## src/rtl/write_burst_scheduler.sv

```systemverilog
// ============================================================================
// write_burst_scheduler
// ----------------------------------------------------------------------------
// Splits one video/data frame into AXI write burst requests. A frame is
// announced by an fsync pulse that carries the total beat count and the byte
// base address. The scheduler then issues bursts of NOR_BURST_LEN beats (the
// last one shorter if needed), waits for each burst to complete, and pulses
// frame_done once the whole frame has been written.
//
// An fsync that arrives while a frame is still in progress is reported on
// frame_err. If no request is outstanding, the new frame starts at once.
// Otherwise the outstanding burst is allowed to finish, and the new frame
// starts when that burst completes.
//
// Optional feature (compile-time macro):
//   WR_SCHED_FIFO_GATE_EN - when defined, a burst is only requested once the
//                           write-data FIFO holds at least a full burst
//                           (fifo_count >= len). When undefined, the request
//                           goes out the cycle after the length is computed,
//                           and fifo_count is ignored.
//
// Parameters:
//   NOR_BURST_LEN - normal burst length in beats (must be < 2**LSIZE)
//   AXI_DSIZE     - AXI data width in bits (bytes per beat = AXI_DSIZE/8)
//   LSIZE         - width of the burst length field
//
// Ports:
//   clock       in   sole clock, rising edge
//   rst         in   asynchronous active-high reset
//   fsync       in   frame start pulse
//   frame_beats in   beats in the frame (sampled on accepted fsync)
//   base_addr   in   frame byte base address (sampled on accepted fsync)
//   fifo_count  in   beats available in the write-data FIFO
//   req_valid   out  burst request valid
//   req_ready   in   request accepted when high together with req_valid
//   req_addr    out  burst start byte address
//   req_len     out  burst length in beats
//   req_tail    out  request is the last burst of the frame
//   burst_done  in   one-cycle pulse: outstanding burst completed
//   busy        out  high whenever a frame is in progress
//   frame_done  out  one-cycle pulse when a frame completes
//   frame_err   out  one-cycle pulse when fsync arrives while busy
// ============================================================================
`timescale 1ns/1ps

module write_burst_scheduler #(
    parameter int NOR_BURST_LEN = 200,
    parameter int AXI_DSIZE     = 256,
    parameter int LSIZE         = 9
) (
    input  logic             clock,
    input  logic             rst,
    input  logic             fsync,
    input  logic [31:0]      frame_beats,
    input  logic [31:0]      base_addr,
    input  logic [15:0]      fifo_count,
    output logic             req_valid,
    input  logic             req_ready,
    output logic [31:0]      req_addr,
    output logic [LSIZE-1:0] req_len,
    output logic             req_tail,
    input  logic             burst_done,
    output logic             busy,
    output logic             frame_done,
    output logic             frame_err
);

    localparam int unsigned BPB      = AXI_DSIZE / 8;
    localparam logic [31:0] NOR_LEN_W = 32'(NOR_BURST_LEN);

    typedef enum logic [1:0] {
        IDLE      = 2'd0,
        WAIT_DATA = 2'd1,
        REQ       = 2'd2,
        WAIT_DONE = 2'd3
    } state_t;

    state_t             state_q;
    logic [31:0]        remaining_q;
    logic [31:0]        addr_q;
    logic [LSIZE-1:0]   len_q;
    logic               pending_q;
    logic [31:0]        pend_beats_q;
    logic [31:0]        pend_addr_q;
    logic               req_valid_q;
    logic [31:0]        req_addr_q;
    logic [LSIZE-1:0]   req_len_q;
    logic               req_tail_q;
    logic               frame_done_q;
    logic               frame_err_q;

    logic               restart_d;
    logic [31:0]        start_beats_d;
    logic [31:0]        start_addr_d;
    logic               err_d;
    logic               gate_ok;

    // Length of the next burst: a full burst, or whatever is left if less.
    function automatic logic [LSIZE-1:0] calcLen(input logic [31:0] rem);
        if (rem < NOR_LEN_W) begin
            return rem[LSIZE-1:0];
        end else begin
            return NOR_LEN_W[LSIZE-1:0];
        end
    endfunction

    // Decides whether the next request may leave WAIT_DATA.
`ifdef WR_SCHED_FIFO_GATE_EN
    assign gate_ok = ({16'd0, fifo_count} >= 32'(len_q));
`else
    logic unused_fifo;
    assign unused_fifo = ^fifo_count;
    assign gate_ok     = 1'b1;
`endif

    // Decides whether a (new) frame starts this cycle, and with which values.
    // A deferred fsync restarts on the burst_done of the outstanding burst. If
    // a fresh fsync coincides with that burst_done, the fresh one wins.
    always_comb begin
        restart_d     = 1'b0;
        start_beats_d = frame_beats;
        start_addr_d  = base_addr;
        err_d         = 1'b0;
        unique case (state_q)
            IDLE: begin
                restart_d = fsync;
            end
            WAIT_DATA: begin
                restart_d = fsync;
                err_d     = fsync;
            end
            REQ: begin
                err_d = fsync;
            end
            WAIT_DONE: begin
                err_d = fsync;
                if (burst_done) begin
                    if (fsync) begin
                        restart_d = 1'b1;
                    end else if (pending_q) begin
                        restart_d     = 1'b1;
                        start_beats_d = pend_beats_q;
                        start_addr_d  = pend_addr_q;
                    end
                end
            end
            default: begin
                restart_d = 1'b0;
            end
        endcase
    end

    // Main scheduler FSM. All outputs are registered here. req_valid is only
    // raised on entry to REQ, and frame_done only on a return to IDLE, so the
    // two can never be high in the same cycle.
    // A zero-beat frame finishes immediately with a frame_done pulse, including
    // when it was a deferred fsync that replaced an aborted frame.
    always_ff @(posedge clock or posedge rst) begin
        if (rst) begin
            state_q      <= IDLE;
            remaining_q  <= 32'd0;
            addr_q       <= 32'd0;
            len_q        <= '0;
            pending_q    <= 1'b0;
            pend_beats_q <= 32'd0;
            pend_addr_q  <= 32'd0;
            req_valid_q  <= 1'b0;
            req_addr_q   <= 32'd0;
            req_len_q    <= '0;
            req_tail_q   <= 1'b0;
            frame_done_q <= 1'b0;
            frame_err_q  <= 1'b0;
        end else begin
            frame_done_q <= 1'b0;
            frame_err_q  <= err_d;

            if (restart_d) begin
                remaining_q <= start_beats_d;
                addr_q      <= start_addr_d;
                pending_q   <= 1'b0;
                req_valid_q <= 1'b0;
                if (start_beats_d == 32'd0) begin
                    frame_done_q <= 1'b1;
                    state_q      <= IDLE;
                end else begin
                    len_q   <= calcLen(start_beats_d);
                    state_q <= WAIT_DATA;
                end
            end else begin
                unique case (state_q)
                    IDLE: begin
                        req_valid_q <= 1'b0;
                    end

                    WAIT_DATA: begin
                        if (gate_ok) begin
                            req_valid_q <= 1'b1;
                            req_addr_q  <= addr_q;
                            req_len_q   <= len_q;
                            req_tail_q  <= (32'(len_q) == remaining_q);
                            state_q     <= REQ;
                        end
                    end

                    REQ: begin
                        if (fsync) begin
                            pending_q    <= 1'b1;
                            pend_beats_q <= frame_beats;
                            pend_addr_q  <= base_addr;
                        end
                        if (req_ready) begin
                            req_valid_q <= 1'b0;
                            remaining_q <= remaining_q - 32'(len_q);
                            addr_q      <= addr_q + (32'(len_q) * BPB);
                            state_q     <= WAIT_DONE;
                        end
                    end

                    WAIT_DONE: begin
                        if (fsync) begin
                            pending_q    <= 1'b1;
                            pend_beats_q <= frame_beats;
                            pend_addr_q  <= base_addr;
                        end
                        if (burst_done) begin
                            if (remaining_q == 32'd0) begin
                                frame_done_q <= 1'b1;
                                state_q      <= IDLE;
                            end else begin
                                len_q   <= calcLen(remaining_q);
                                state_q <= WAIT_DATA;
                            end
                        end
                    end

                    default: begin
                        state_q <= IDLE;
                    end
                endcase
            end
        end
    end

    assign req_valid  = req_valid_q;
    assign req_addr   = req_addr_q;
    assign req_len    = req_len_q;
    assign req_tail   = req_tail_q;
    assign frame_done = frame_done_q;
    assign frame_err  = frame_err_q;
    assign busy       = (state_q != IDLE);

endmodule
```

## config.mk

```make
export PLATFORM = sky130hd
export DESIGN_NAME = write_burst_scheduler
export DESIGN_NICKNAME = d
export VERILOG_FILES = /design/src/rtl/write_burst_scheduler.sv
export SDC_FILE = /design/constraint.sdc
export NUM_CORES = 1
export LEC_CHECK = 0
export CAP_MARGIN = 20
export CORE_MARGIN = 4
export CORE_UTILIZATION = 56
export DETAILED_ROUTE_END_ITERATION = 8
export PLACE_DENSITY = 0.81
export REMOVE_ABC_BUFFERS = 1
export SETUP_SLACK_MARGIN = 0.2
export SYNTH_ARGS = -nofsm -noshare
export SYNTH_HDL_FRONTEND = slang
export SYNTH_SLANG_ARGS = --single-unit
```

## constraint.sdc

```tcl
create_clock -name clock -period 7.7 [get_ports clock]
set_clock_uncertainty 0.05 [all_clocks]
set_input_delay 1.155 -clock clock [delete_from_list [all_inputs] [get_ports clock]]
set_output_delay 1.155 -clock clock [all_outputs]
set_load 0.02 [all_outputs]
```

==> impl_results.rst, run 1 <==
.. list-table::
   :header-rows: 1

   * - Metric
     - Value
   * - Internal
     - 2.76 mW
   * - Worst Tran Pin Value
     - a little over 1 ns
   * - Critical Path Source Type
     - input pin
   * - CTS tree
     - yes
   * - Combinational share of power
     - 0.396
   * - Worst Path Max Fanout
     - 27
   * - TritonRoute pass-1 iters
     - 5
   * - Register share of total power
     - 0.403
   * - Number of top-level design ports
     - 131
   * - Total DRC errors in the routed layout
     - 0
   * - Routed length on met2
     - 12.1 mm
   * - Net Sw Power
     - between 1.5 and 2 mW
   * - Post-Route Utilization
     - 0.694
   * - CTS hold repair buffers
     - 0
   * - WL met3
     - 1.60 mm
   * - Worst hold path class
     - flop to flop
   * - Layout overhead on the synthesized area
     - 20.2%
   * - Initial standard-cell utilization of the core
     - 0.577
   * - Netlist Area Pre-Place
     - between 0.009 and 0.01 mm^2
   * - Hold wc startpoint
     - req_len[0]
   * - Count of max-cap constraint violations
     - 0
   * - Clock latency at the later pin of the worst-skew pair
     - around 0.44 ns
   * - Clock Tree Buf Depth
     - 2
   * - Number of setup violations in the final report
     - 0
   * - Sequential cell area fraction in the yosys report
     - 0.480
   * - Post-CTS setup repair buffer count
     - 0
   * - Achievable Freq
     - 0.253 GHz
   * - Cell at the root of the clock tree
     - sky130_fd_sc_hd__clkbuf_16
   * - Clock transition at path regs
     - 0.06 ns
   * - TritonCTS sink count
     - approximately 190
   * - PostCTS Resize Cnt
     - 0
   * - Vias in the first global route
     - 7,680
   * - Die outline width
     - 139 um
   * - Remaining global-route overflow
     - 0
   * - Post-route ant nets
     - 0
   * - Run status
     - completed
   * - Area of all sequential standard cells
     - 0.00463 mm^2
   * - First-pass GRT wire length
     - 38.8 mm
   * - Leading register cell type out of synthesis
     - sky130_fd_sc_hd__dfrtp_1
   * - Number of pins with negative max-slew slack in the final report
     - 0
   * - H-tree depth
     - 4
   * - Top routing layer used
     - met4
   * - Critical path start-end classification
     - input pin to flop
   * - Area inside the core boundary
     - 0.0167 mm^2
   * - Avg Inst Size Synth
     - around 10 um^2
   * - Crit path required time
     - 7.97 ns
   * - Worst-case register-to-register setup slack
     - 4.32 ns
   * - Cell count after placement
     - roughly 1,200
   * - Post-route met1 wirelength
     - 10.3 mm
   * - Worst Path Arrival
     - 4.22 ns
   * - Cell count of the worst reg-to-reg path
     - 10
   * - Count of filler cells inserted in the layout
     - 1,262
   * - Inserted Clock Buffers
     - 17
   * - Commonest cells after routing, fill and taps aside
     - sky130_fd_sc_hd__dfrtp_1 (185), sky130_fd_sc_hd__nand2_1 (133), sky130_fd_sc_hd__clkdlybuf4s50_1 (114), sky130_fd_sc_hd__mux2_2 (106), sky130_fd_sc_hd__a21oi_1 (50)
   * - Critical Path End Type
     - flop
   * - Min-Delay Endpoint
     - req_len[0]
   * - Switching power share of the total
     - 0.374
   * - Leakage power summed over all cells
     - approximately 4.9 nW
   * - Total area of multi-input combinational cells
     - 0.00474 mm^2
   * - Total routed wirelength
     - 24.3 mm
   * - Fraction of registers with async set or reset after synthesis
     - 1.00
   * - Die Footprint
     - 0.0194 mm^2
   * - Average wire length per cell after detail routing
     - a little under 20 um
   * - Leading cell type in the layout, fill and taps excluded
     - sky130_fd_sc_hd__dfrtp_1
   * - Number of cells traversed by the worst hold path
     - 1
   * - Clock network power share
     - 0.201
   * - Fraction of final layout cells sized beyond drive strength 1
     - 0.161
   * - # rows
     - 47
   * - Total vias in the final route
     - slightly below 8,000
   * - Antenna violations before repair
     - 1
   * - Final critical delay including setup and external delays
     - 3.95 ns
   * - Final standard cell count with taps included and fillers excluded
     - ~1,300
   * - Count of warnings emitted by yosys
     - 0
   * - Pin count of the biggest net entering global routing
     - between 100 and 150
   * - IR drop worst, VDD
     - 0.271 mV
   * - PwrDens
     - 381 mW/mm^2
   * - Total half-perimeter wirelength after legalization and detailed placement
     - 16.2 mm
   * - Mapped Cells
     - 928
   * - Number of enable flip-flop cells after synthesis
     - 0
   * - Endpoint of the lowest-slack register-to-register path
     - remaining_q[14]
   * - Slew headroom
     - 0.315
   * - Port Buf Inserts
     - 114
   * - Number of DRC markers in iteration 0
     - 840
   * - Tot GR Track Use
     - 0.245
   * - Accumulated negative setup slack
     - 0 ns
   * - Number of hold-slack violations in the final timing report
     - 0
   * - Final weighted congestion of routability-driven global placement
     - 0.897
   * - Count of nets after finishing
     - 1,128
   * - Cell variety after synth
     - 65
   * - Via count normalized by instance count
     - between 6 and 7
   * - Number of synthesized register bits
     - 185
   * - Origin of the critical flop-to-flop path
     - remaining_q[0]
   * - Unrepaired setup endpoints after global routing
     - no
   * - Final Cycle Share
     - 0.513
   * - Overall die height
     - 139 um
[how the worst max path moves through the flow]
stage | from | endpoint | slack (ns) | cells after the start
after floorplan | rst | addr_q[0] | 1.47 | 1
after global placement | fsync | len_q[3] | 3.42 | 7
after detailed placement | fsync | len_q[3] | 3.35 | 7
after CTS | fsync | len_q[3] | 3.80 | 7
after global routing | fsync | len_q[3] | 3.61 | 7
final | fsync | len_q[3] | 3.75 | 7
[per-layer routing]
| layer | vias up | track usage |
|---|---|---|
| li1 | 3624 | - |
| met1 | 3892 | 0.326 |
| met2 | 314 | 0.413 |
| met3 | 40 | 0.0469 |
| met4 | 0 | 0.0716 |
| met5 | - | 0 |
[state kept, by name, summed over array words and instances, names as in the netlist]
register / count
req_tail: 1
state_q: 2
req_valid: 1
addr_q: 32
req_len: 9
frame_err: 1
pending_q: 1
remaining_q: 32
req_addr: 32
pend_beats_q: 32
len_q: 9
pend_addr_q: 32
frame_done: 1
[per-stage QoR]
stage / power (mW) / cell area [um^2] / hold WS [ns] / worst slack, ns
3_3_place_gp: 3.42 / 10900 / 0.436 / 3.42
6_report: 4.41 / 11600 / 0.456 / 3.75
3_5_place_dp: 3.51 / 10900 / 0.442 / 3.35
5_1_grt: 4.66 / 11600 / 0.466 / 3.61
4_1_cts: 4.40 / 11500 / 0.458 / 3.80
2_1_floorplan: 2.91 / 9440 / 0.426 / 1.47
[kinds of logic after synthesis]
kind of cell | synth area share
buffers and inverters | 0.0293
multiplexers | 0.150
AND/OR/NAND/NOR | 0.151
flip-flops | 0.480
XOR/XNOR | 0.0227
AO/OA/AOI/OAI | 0.138
adder cells (fa/ha/maj) | 0.0275
[cell type report]
cell class | count | share of cell area
Multi-Input combinational cell | 671 | 0.409
Sequential cell | 185 | 0.400
Timing Repair Buffer | 126 | 0.108
Clock buffer | 23 | 0.0413
Tap cell | 220 | 0.0238
Clock inverter | 9 | 0.00983
Inverter | 22 | 0.00756
Antenna cell | 1 | 0.000216
[power by group through the flow]
stage	logic (mW)	clock network (mW)	registers, mW
after floorplan	1.12	0	1.79
after global placement	1.67	0	1.75
after detailed placement	1.73	0	1.78
after CTS	1.74	0.888	1.77
after global routing	1.89	0.932	1.84
final	1.75	0.886	1.78
[worst max-delay path, cell delays in order]
cell	delay, ns
sky130_fd_sc_hd__clkdlybuf4s50_1	0.56
sky130_fd_sc_hd__nor2b_1	0.28
sky130_fd_sc_hd__and2_2	0.60
sky130_fd_sc_hd__nor3_1	0.17
sky130_fd_sc_hd__o2111a_1	0.32
sky130_fd_sc_hd__nor3_2	0.77
sky130_fd_sc_hd__mux2_4	0.35
[cells in the mapped netlist, types with 4 or more instances]
cell                       instances  area [um^2]
sky130_fd_sc_hd__nand2b_1          7         43.8
sky130_fd_sc_hd__a21o_1            7         52.6
sky130_fd_sc_hd__o221ai_1          8         70.1
sky130_fd_sc_hd__o311a_1           5         50.1
sky130_fd_sc_hd__a222oi_1          6         60.1
sky130_fd_sc_hd__and3_1           22          138
sky130_fd_sc_hd__nor4_1           24          150
sky130_fd_sc_hd__nand3_1          13         65.1
sky130_fd_sc_hd__buf_1             6         22.5
sky130_fd_sc_hd__nand2_1         135          507
sky130_fd_sc_hd__clkbuf_1         41          154
sky130_fd_sc_hd__or4_1             7         52.6
sky130_fd_sc_hd__inv_1            22         82.6
sky130_fd_sc_hd__or2_2             4         25.0
sky130_fd_sc_hd__nand4_1           8         50.1
sky130_fd_sc_hd__mux2_2          106         1190
sky130_fd_sc_hd__o311ai_0          5         43.8
sky130_fd_sc_hd__o21a_1            4         30.0
sky130_fd_sc_hd__a21oi_1          50          250
sky130_fd_sc_hd__dfrtp_1         185         4630
sky130_fd_sc_hd__mux2i_1          24          240
sky130_fd_sc_hd__nor3_1           21          105
sky130_fd_sc_hd__a211o_1           4         35.0
sky130_fd_sc_hd__xor2_1           15          131
sky130_fd_sc_hd__a221o_1           4         40.0
sky130_fd_sc_hd__o21ai_0          32          160
sky130_fd_sc_hd__nor2_1           32          120
sky130_fd_sc_hd__a211oi_1         10         75.1
sky130_fd_sc_hd__or3_1             8         50.1
sky130_fd_sc_hd__o211ai_1         13         97.6
sky130_fd_sc_hd__ha_1             18          225
sky130_fd_sc_hd__a31oi_1          23          144
sky130_fd_sc_hd__xnor2_1          10         87.6
No activity file was read; power rests on OpenSTA's default activity.
==> inputs of run 2 (changes only) <==
Clock period 7.7 ns to 3.9 ns, I/O delays scaled along.
==> impl_results.rst, run 2 (synthesized netlist as in run 1, its figures left out) <==
.. list-table::
   :header-rows: 1

   * - Metric
     - Value
   * - Number of pins with negative max-slew slack in the final report
     - 0 (unchanged)
   * - PostCTS Resize Cnt
     - 0 (unchanged)
   * - Inserted Clock Buffers
     - 17 (unchanged)
   * - Clock Tree Buf Depth
     - 2 (unchanged)
   * - Capture point of the critical path
     - len_q[3]
   * - Final total power
     - 8.75 mW (+98%)
   * - Tot GR Track Use
     - 0.258 (+0.0125)
   * - Cell count after placement
     - 1,238 (+1.4%)
   * - First-pass GRT wire length
     - 40.6 mm (+4.6%)
   * - Worst hold path class
     - flop to flop
   * - Die outline width
     - 139 um (unchanged)
   * - Final antenna diode count
     - 0 (-1)
   * - Leakage power summed over all cells
     - 4.92 nW (+0.96%)
   * - Internal
     - 5.48 mW (+98%)
   * - Final weighted congestion of routability-driven global placement
     - 0.941 (+4.8%)
   * - Number of top-level design ports
     - 131 (unchanged)
   * - Net Sw Power
     - 3.27 mW (+98%)
   * - Worst Path Max Fanout
     - 9 (-67%)
   * - Cell at the root of the clock tree
     - sky130_fd_sc_hd__clkbuf_16
   * - Delay of the slowest cell on the worst path
     - 0.61 ns (-0.16 ns)
   * - Total number of cells along the worst setup path
     - 6 (-1)
   * - Endpoint of the lowest-slack register-to-register path
     - len_q[3]
   * - Layout overhead on the synthesized area
     - 21.1%
   * - Port Buf Inserts
     - 114 (unchanged)
   * - Pin count of the biggest net entering global routing
     - 87 (-26%)
   * - Switching power share of the total
     - 0.373 (about the same)
   * - Die Footprint
     - 0.0194 mm^2 (unchanged)
   * - Commonest cells after routing, fill and taps aside
     - sky130_fd_sc_hd__dfrtp_1 (185), sky130_fd_sc_hd__nand2_1 (133), sky130_fd_sc_hd__clkdlybuf4s50_1 (114), sky130_fd_sc_hd__mux2_2 (106), sky130_fd_sc_hd__a21oi_1 (50)
   * - Critical Path Source Type
     - flop
   * - Origin of the critical flop-to-flop path
     - remaining_q[21]
   * - Crit path required time
     - 4.17 ns (-3.80 ns)
   * - PwrDens
     - 750 mW/mm^2 (+97%)
   * - Number of hold-slack violations in the final timing report
     - 0 (unchanged)
   * - Count of nets after finishing
     - 1,142 (+1.2%)
   * - Achievable Freq
     - 0.313 GHz
   * - Run status
     - completed
   * - Initial standard-cell utilization of the core
     - 0.577 (unchanged)
   * - Total area of multi-input combinational cells
     - 0.00474 mm^2 (unchanged)
   * - Count of max-cap constraint violations
     - 0 (unchanged)
   * - Critical Path End Type
     - flop
   * - Total DRC errors in the routed layout
     - 0 (unchanged)
   * - Total half-perimeter wirelength after legalization and detailed placement
     - 16.4 mm (+1.2%)
   * - Area of all sequential standard cells
     - 0.00463 mm^2 (unchanged)
   * - Clock latency at the later pin of the worst-skew pair
     - 0.43 ns (about the same)
   * - Combinational share of power
     - 0.400 (+0.004)
   * - Total vias in the final route
     - 7,906 (+0.46%)
   * - Worst Tran Pin Value
     - 0.890 ns (-0.137 ns)
   * - TritonCTS sink count
     - 185 (unchanged)
   * - Unrepaired setup endpoints after global routing
     - no
   * - Register share of total power
     - 0.401 (-0.002)
   * - # rows
     - 47 (unchanged)
   * - Post-Route Utilization
     - 0.699 (+0.00524)
   * - Vias in the first global route
     - 8,046 (+4.8%)
   * - Most prevalent standard cell on the critical path
     - sky130_fd_sc_hd__or4_4
   * - Number of setup violations in the final report
     - 0 (unchanged)
   * - Overall die height
     - 139 um (unchanged)
   * - TritonRoute pass-1 iters
     - 5 (unchanged)
   * - Remaining global-route overflow
     - 0 (unchanged)
   * - Cell count of the worst reg-to-reg path
     - 6 (-4)
   * - Final Cycle Share
     - 0.819
   * - Count of filler cells inserted in the layout
     - 1,205 (-4.5%)
   * - Critical path origin
     - remaining_q[21]
   * - Post-CTS setup repair buffer count
     - 0 (unchanged)
   * - Placed Instance Area
     - 0.0111 mm^2 (+1.3%)
   * - H-tree depth
     - 4 (unchanged)
   * - Number of DRC markers in iteration 0
     - 611 (-27%)
   * - Number of cells traversed by the worst hold path
     - 1 (unchanged)
   * - CTS hold repair buffers
     - 0 (unchanged)
   * - Kind of cell adding the most delay to the critical path
     - simple AND/OR/NAND/NOR gates
   * - Average wire length per cell after detail routing
     - 19.3 um (-0.40%)
   * - Area inside the core boundary
     - 0.0167 mm^2 (unchanged)
   * - Slew headroom
     - 0.404 (+0.0882)
   * - Clock transition at path regs
     - 0.07 ns (about the same)
   * - Cell-by-cell listing of the critical path
     - or4_4 > or4_4 > or4_1 > and4bb_2 > nor3_2 > mux2_4
   * - Final critical delay including setup and external delays
     - around 3.2 ns
   * - Via count normalized by instance count
     - 6.24 (-0.41%)
   * - CTS tree
     - yes
   * - Fraction of final layout cells sized beyond drive strength 1
     - 0.175 (+0.0134)
   * - Crit path buf inv count
     - 0 (-1)
   * - Post-route ant nets
     - 0 (unchanged)
   * - Antenna violations before repair
     - 0 (-1)
   * - Critical path start-end classification
     - flop to flop
   * - Worst Path Arrival
     - 3.46 ns (-0.76 ns)
   * - Leading cell type in the layout, fill and taps excluded
     - sky130_fd_sc_hd__dfrtp_1
   * - Hold Worst Slack
     - 0.455 ns (-0.000547 ns)
   * - Worst-case register-to-register setup slack
     - 0.71 ns (-3.61 ns)
   * - Slowest stage cell, crit path
     - sky130_fd_sc_hd__or4_1
   * - Total routed wirelength
     - 24.5 mm (+0.47%)
   * - Post-route cell area
     - 0.0117 mm^2 (+0.76%)
   * - Final standard cell count with taps included and fillers excluded
     - 1,268 (+0.88%)
   * - Clock network power share
     - 0.199 (-0.002)
   * - IR drop worst, VDD
     - 0.536 mV (+98%)
==> run 2: cell count changes in the layout (fill, tap and decap cells not counted) <==
cell / delta
sky130_fd_sc_hd__dlymetal6s2s_1: -1
sky130_fd_sc_hd__buf_16: -1
sky130_fd_sc_hd__clkinv_4: +2
sky130_fd_sc_hd__buf_2: -1
sky130_fd_sc_hd__buf_4: +16
sky130_fd_sc_hd__clkbuf_1: -3
sky130_fd_sc_hd__inv_8: -1
sky130_fd_sc_hd__diode_2: -1
sky130_fd_sc_hd__buf_12: +1
==> run 2: metal layers <==
| layer | up-vias | GRT usage | part of all wire |
|---|---|---|---|
| li1 | 3642 | - | - |
| met1 | 3892 | 0.343 | 0.43 |
| met2 | 312 | 0.424 | 0.48 |
| met3 | 60 | 0.0538 | 0.068 |
| met4 | 0 | 0.0865 | 0.023 |
| met5 | - | 0 | 0 |
==> run 2: layout make-up <==
class,count,share of cell area
Inverter,22,0.00751
Clock inverter,10,0.0103
Sequential cell,185,0.397
Tap cell,220,0.0236
Multi-Input combinational cell,671,0.406
Timing Repair Buffer,140,0.116
Clock buffer,20,0.0400
==> run 2: power groups by stage <==
stage                     clock, mW  combinational, mW  sequential (mW)
final                          1.74               3.50             3.51
after CTS                      1.74               3.50             3.48
after detailed placement          0               3.46             3.51
after floorplan                   0               2.22             3.53
after global routing           1.85               3.82             3.61
after global placement            0               3.34             3.46
==> run 2: stage by stage <==
step / setup WS, ns / setup TNS (ns)
floorplan: -1.76 / -345.07
global placement: 0.655 / 0
detailed placement: 0.621 / 0
CTS: 0.717 / 0
global route: 0.620 / 0
finish: 0.707 / 0
==> run 2: how the worst min path moves through the flow <==
stage / from / endpoint
detailed placement: pend_addr_q[18] / pend_addr_q[18]
CTS: pend_addr_q[18] / pend_addr_q[18]
global placement: pend_addr_q[9] / pend_addr_q[9]
global route: pend_addr_q[25] / pend_addr_q[25]
floorplan: remaining_q[31] / remaining_q[31]
finish: req_addr[9] / req_addr[9]
==> patch, RTL diff (flow settings as in run 1) <==
The 4 states of `state_t` get a one-hot encoding in 4 bits.
--- a/src/rtl/write_burst_scheduler.sv
+++ b/src/rtl/write_burst_scheduler.sv
@@ -70,7 +70,7 @@
 
-    typedef enum logic [1:0] {
-        IDLE      = 2'd0,
-        WAIT_DATA = 2'd1,
-        REQ       = 2'd2,
-        WAIT_DONE = 2'd3
+    typedef enum logic [3:0] {
+        IDLE      = 4'b0001,
+        WAIT_DATA = 4'b0010,
+        REQ       = 4'b0100,
+        WAIT_DONE = 4'b1000
     } state_t;
Function: same outputs for any inputs over 4 cycles, from zero or initial values and one cycle with rst high; so few cycles prove little.
==> patch against run 1 <==
  * Sequential cell count up 2
  * Sequential share of layout area shrank 0.60 points
  * Total power increased by 2.5%
  * Worst setup slack lost 0.27 ns
  * Routed wire length grew 0.72%
  * Via count increased by 1.3%
  * Count of clock-buffer cells in the layout fell by 3
  * Die area up 2.4%
  * Design area grew 2.6%
  * Synthesized area is 2.6% higher
  * Critical path type unchanged
  * Critical endpoint is now len_q[4]
  * Largest power group unchanged
==> patch: results (changes against run 1) <==
[outcome]
status = finished clean

[synthesis]
synth_cell_types = 76  ; +17%
yosys-top-cells-count = dfrtp_1 (186), nand2_1 (148), mux2_2 (99)
synth_ff_type = dfrtp_1
ys_seq_area_share_pct = 47.4  ; -0.69 points
synthCells = 972  ; +4.7%
synth_warnings = 0  ; unchanged
ys_top_cells_by_area = dfrtp_1 (47%), mux2_2 (11%), nand2_1 (5.6%), ha_1 (2.3%), a21oi_1 (2.2%)
async_flop_share_pct = 100  ; unchanged

[clock_tree]
postCtsSetupBuffers = 0  ; unchanged
htreeDepth = 4  ; unchanged
clk_pin_slew_worst_paths_ns = 0.07
cts_made_buffers = 17  ; unchanged
cts_max_path_buffers = 2  ; unchanged
cts_resized = 0  ; unchanged
insertion_delay_ns = 0.43
root_buffer = clkbuf_16

[routing]
wl_per_cell_um = 18.8  ; -2.8%
first_iter_violations = 626  ; -25%
dr.pass1.iters = 5  ; unchanged
postRouteWirelength_um = 24500  ; +0.72%
viasPerCell = 6.12  ; -2.3%

[grt]
grt_max_degree = 88  ; -25%
grt_usage_pct = 25.1  ; +0.60 points
first_global_vias = 7813  ; +1.7%
gr-total-overflow = 0  ; unchanged
grt_pass1_wl_um = 40000  ; +3.1%
antenna_found_initial = 0  ; -1

[power]
ir_drop_v = 0.000281  ; +3.8%
p_comb_mw = 1.72
switching_power_mw = 1.66  ; +0.50%
p_seq_share_pct = 39.5  ; -0.8 points
p_leak_nw = 5.00  ; +2.5%
p_seq_mw = 1.78  ; about the same

[timing]
worst_pin_slew_ns = 0.984  ; -0.0431 ns

[placed_design]
dpl-instance-area_sq_um = 11200  ; +2.3%
dp.cells = 1271  ; +4.1%
port_buffers = 114  ; unchanged
place_ws_ns = 3.05  ; -0.290 ns
gp_congestion = 0.911  ; +1.6%
place_hpwl_um = 16600  ; +2.1%

[critical_path]
critical-path-max-stage-delay_ns = 0.60  ; -0.17 ns
cpMaxStageDelayCell = or4b_1
crit_fanout = 41  ; +52%
cp.arrival_ns = 4.48  ; +0.26 ns
cp_top_family = simple AND/OR/NAND/NOR gates

[final_layout]
layout-drive-gt1-share_pct = 15.0  ; -1.1 points
n_antenna_cell = 0  ; -1
fin_nets = 1170  ; +3.7%

[worst_hold_path]
hp-class = flop to flop

-- patch: changes by cell type after synthesis, moves of 7 or more --
cell / before / now
buf_2: 1 / 12
nand4_1: 8 / 17
mux2i_1: 24 / 16
and3_1: 22 / 35
o21ai_0: 32 / 42
nor3_1: 21 / 29
xor2_1: 15 / 24
nand3_1: 13 / 22
clkbuf_1: 41 / 34
mux2_2: 106 / 99
nand2_1: 135 / 148
-- patch: layer usage --
layer / vias to the layer above / track usage, % / wire, um
met4: 0 / 7.80 / 521
met5: - / 0 / 0
met3: 34 / 4.88 / 1660
met1: 3938 / 34.2 / 10700
li1: 3731 / - / -
met2: 266 / 41.0 / 11600
-- patch: logic make-up after synthesis --
logic type	count (synthesis)	share of synthesized area [%]
adder cells (fa/ha/maj)	20	2.68
AND/OR/NAND/NOR	357	18.5
multiplexers	120	13.5
flip-flops	187	47.4
AO/OA/AOI/OAI	182	11.8
buffers and inverters	69	2.85
XOR/XNOR	37	3.28
-- patch: worst register-to-register path: stages (launching register included) --
cell     delay [ns]
dfstp_2        0.70
and3b_1        0.23
nand2_1        0.18
o21a_1         0.16
buf_4          0.48
and3_2         0.76
buf_4          0.59
mux2_2         0.45
-- patch: worst paths after layout --
kind	startpoint	to	slack [ns]	cells after the start
setup / recovery	fsync	len_q[4]	3.48	8
hold / removal	req_valid	req_valid	0.43	2
setup reg to reg	state_q[0]	pend_beats_q[22]	4.00	7
hold reg to reg	req_valid	req_valid	0.43	2
max in group asynchronous	rst	pend_beats_q[6]	5.21	3
min in group asynchronous	rst	req_addr[9]	1.16	2
-- patch: layout make-up --
type	instances	area, sq um
repair buffers	124	1220
inverters	19	76.3
flip-flops and latches	187	4680
clock buffers	20	457
fillers	1358	5410
well taps	225	282
clock inverters	12	235
multi-input cells	716	4940
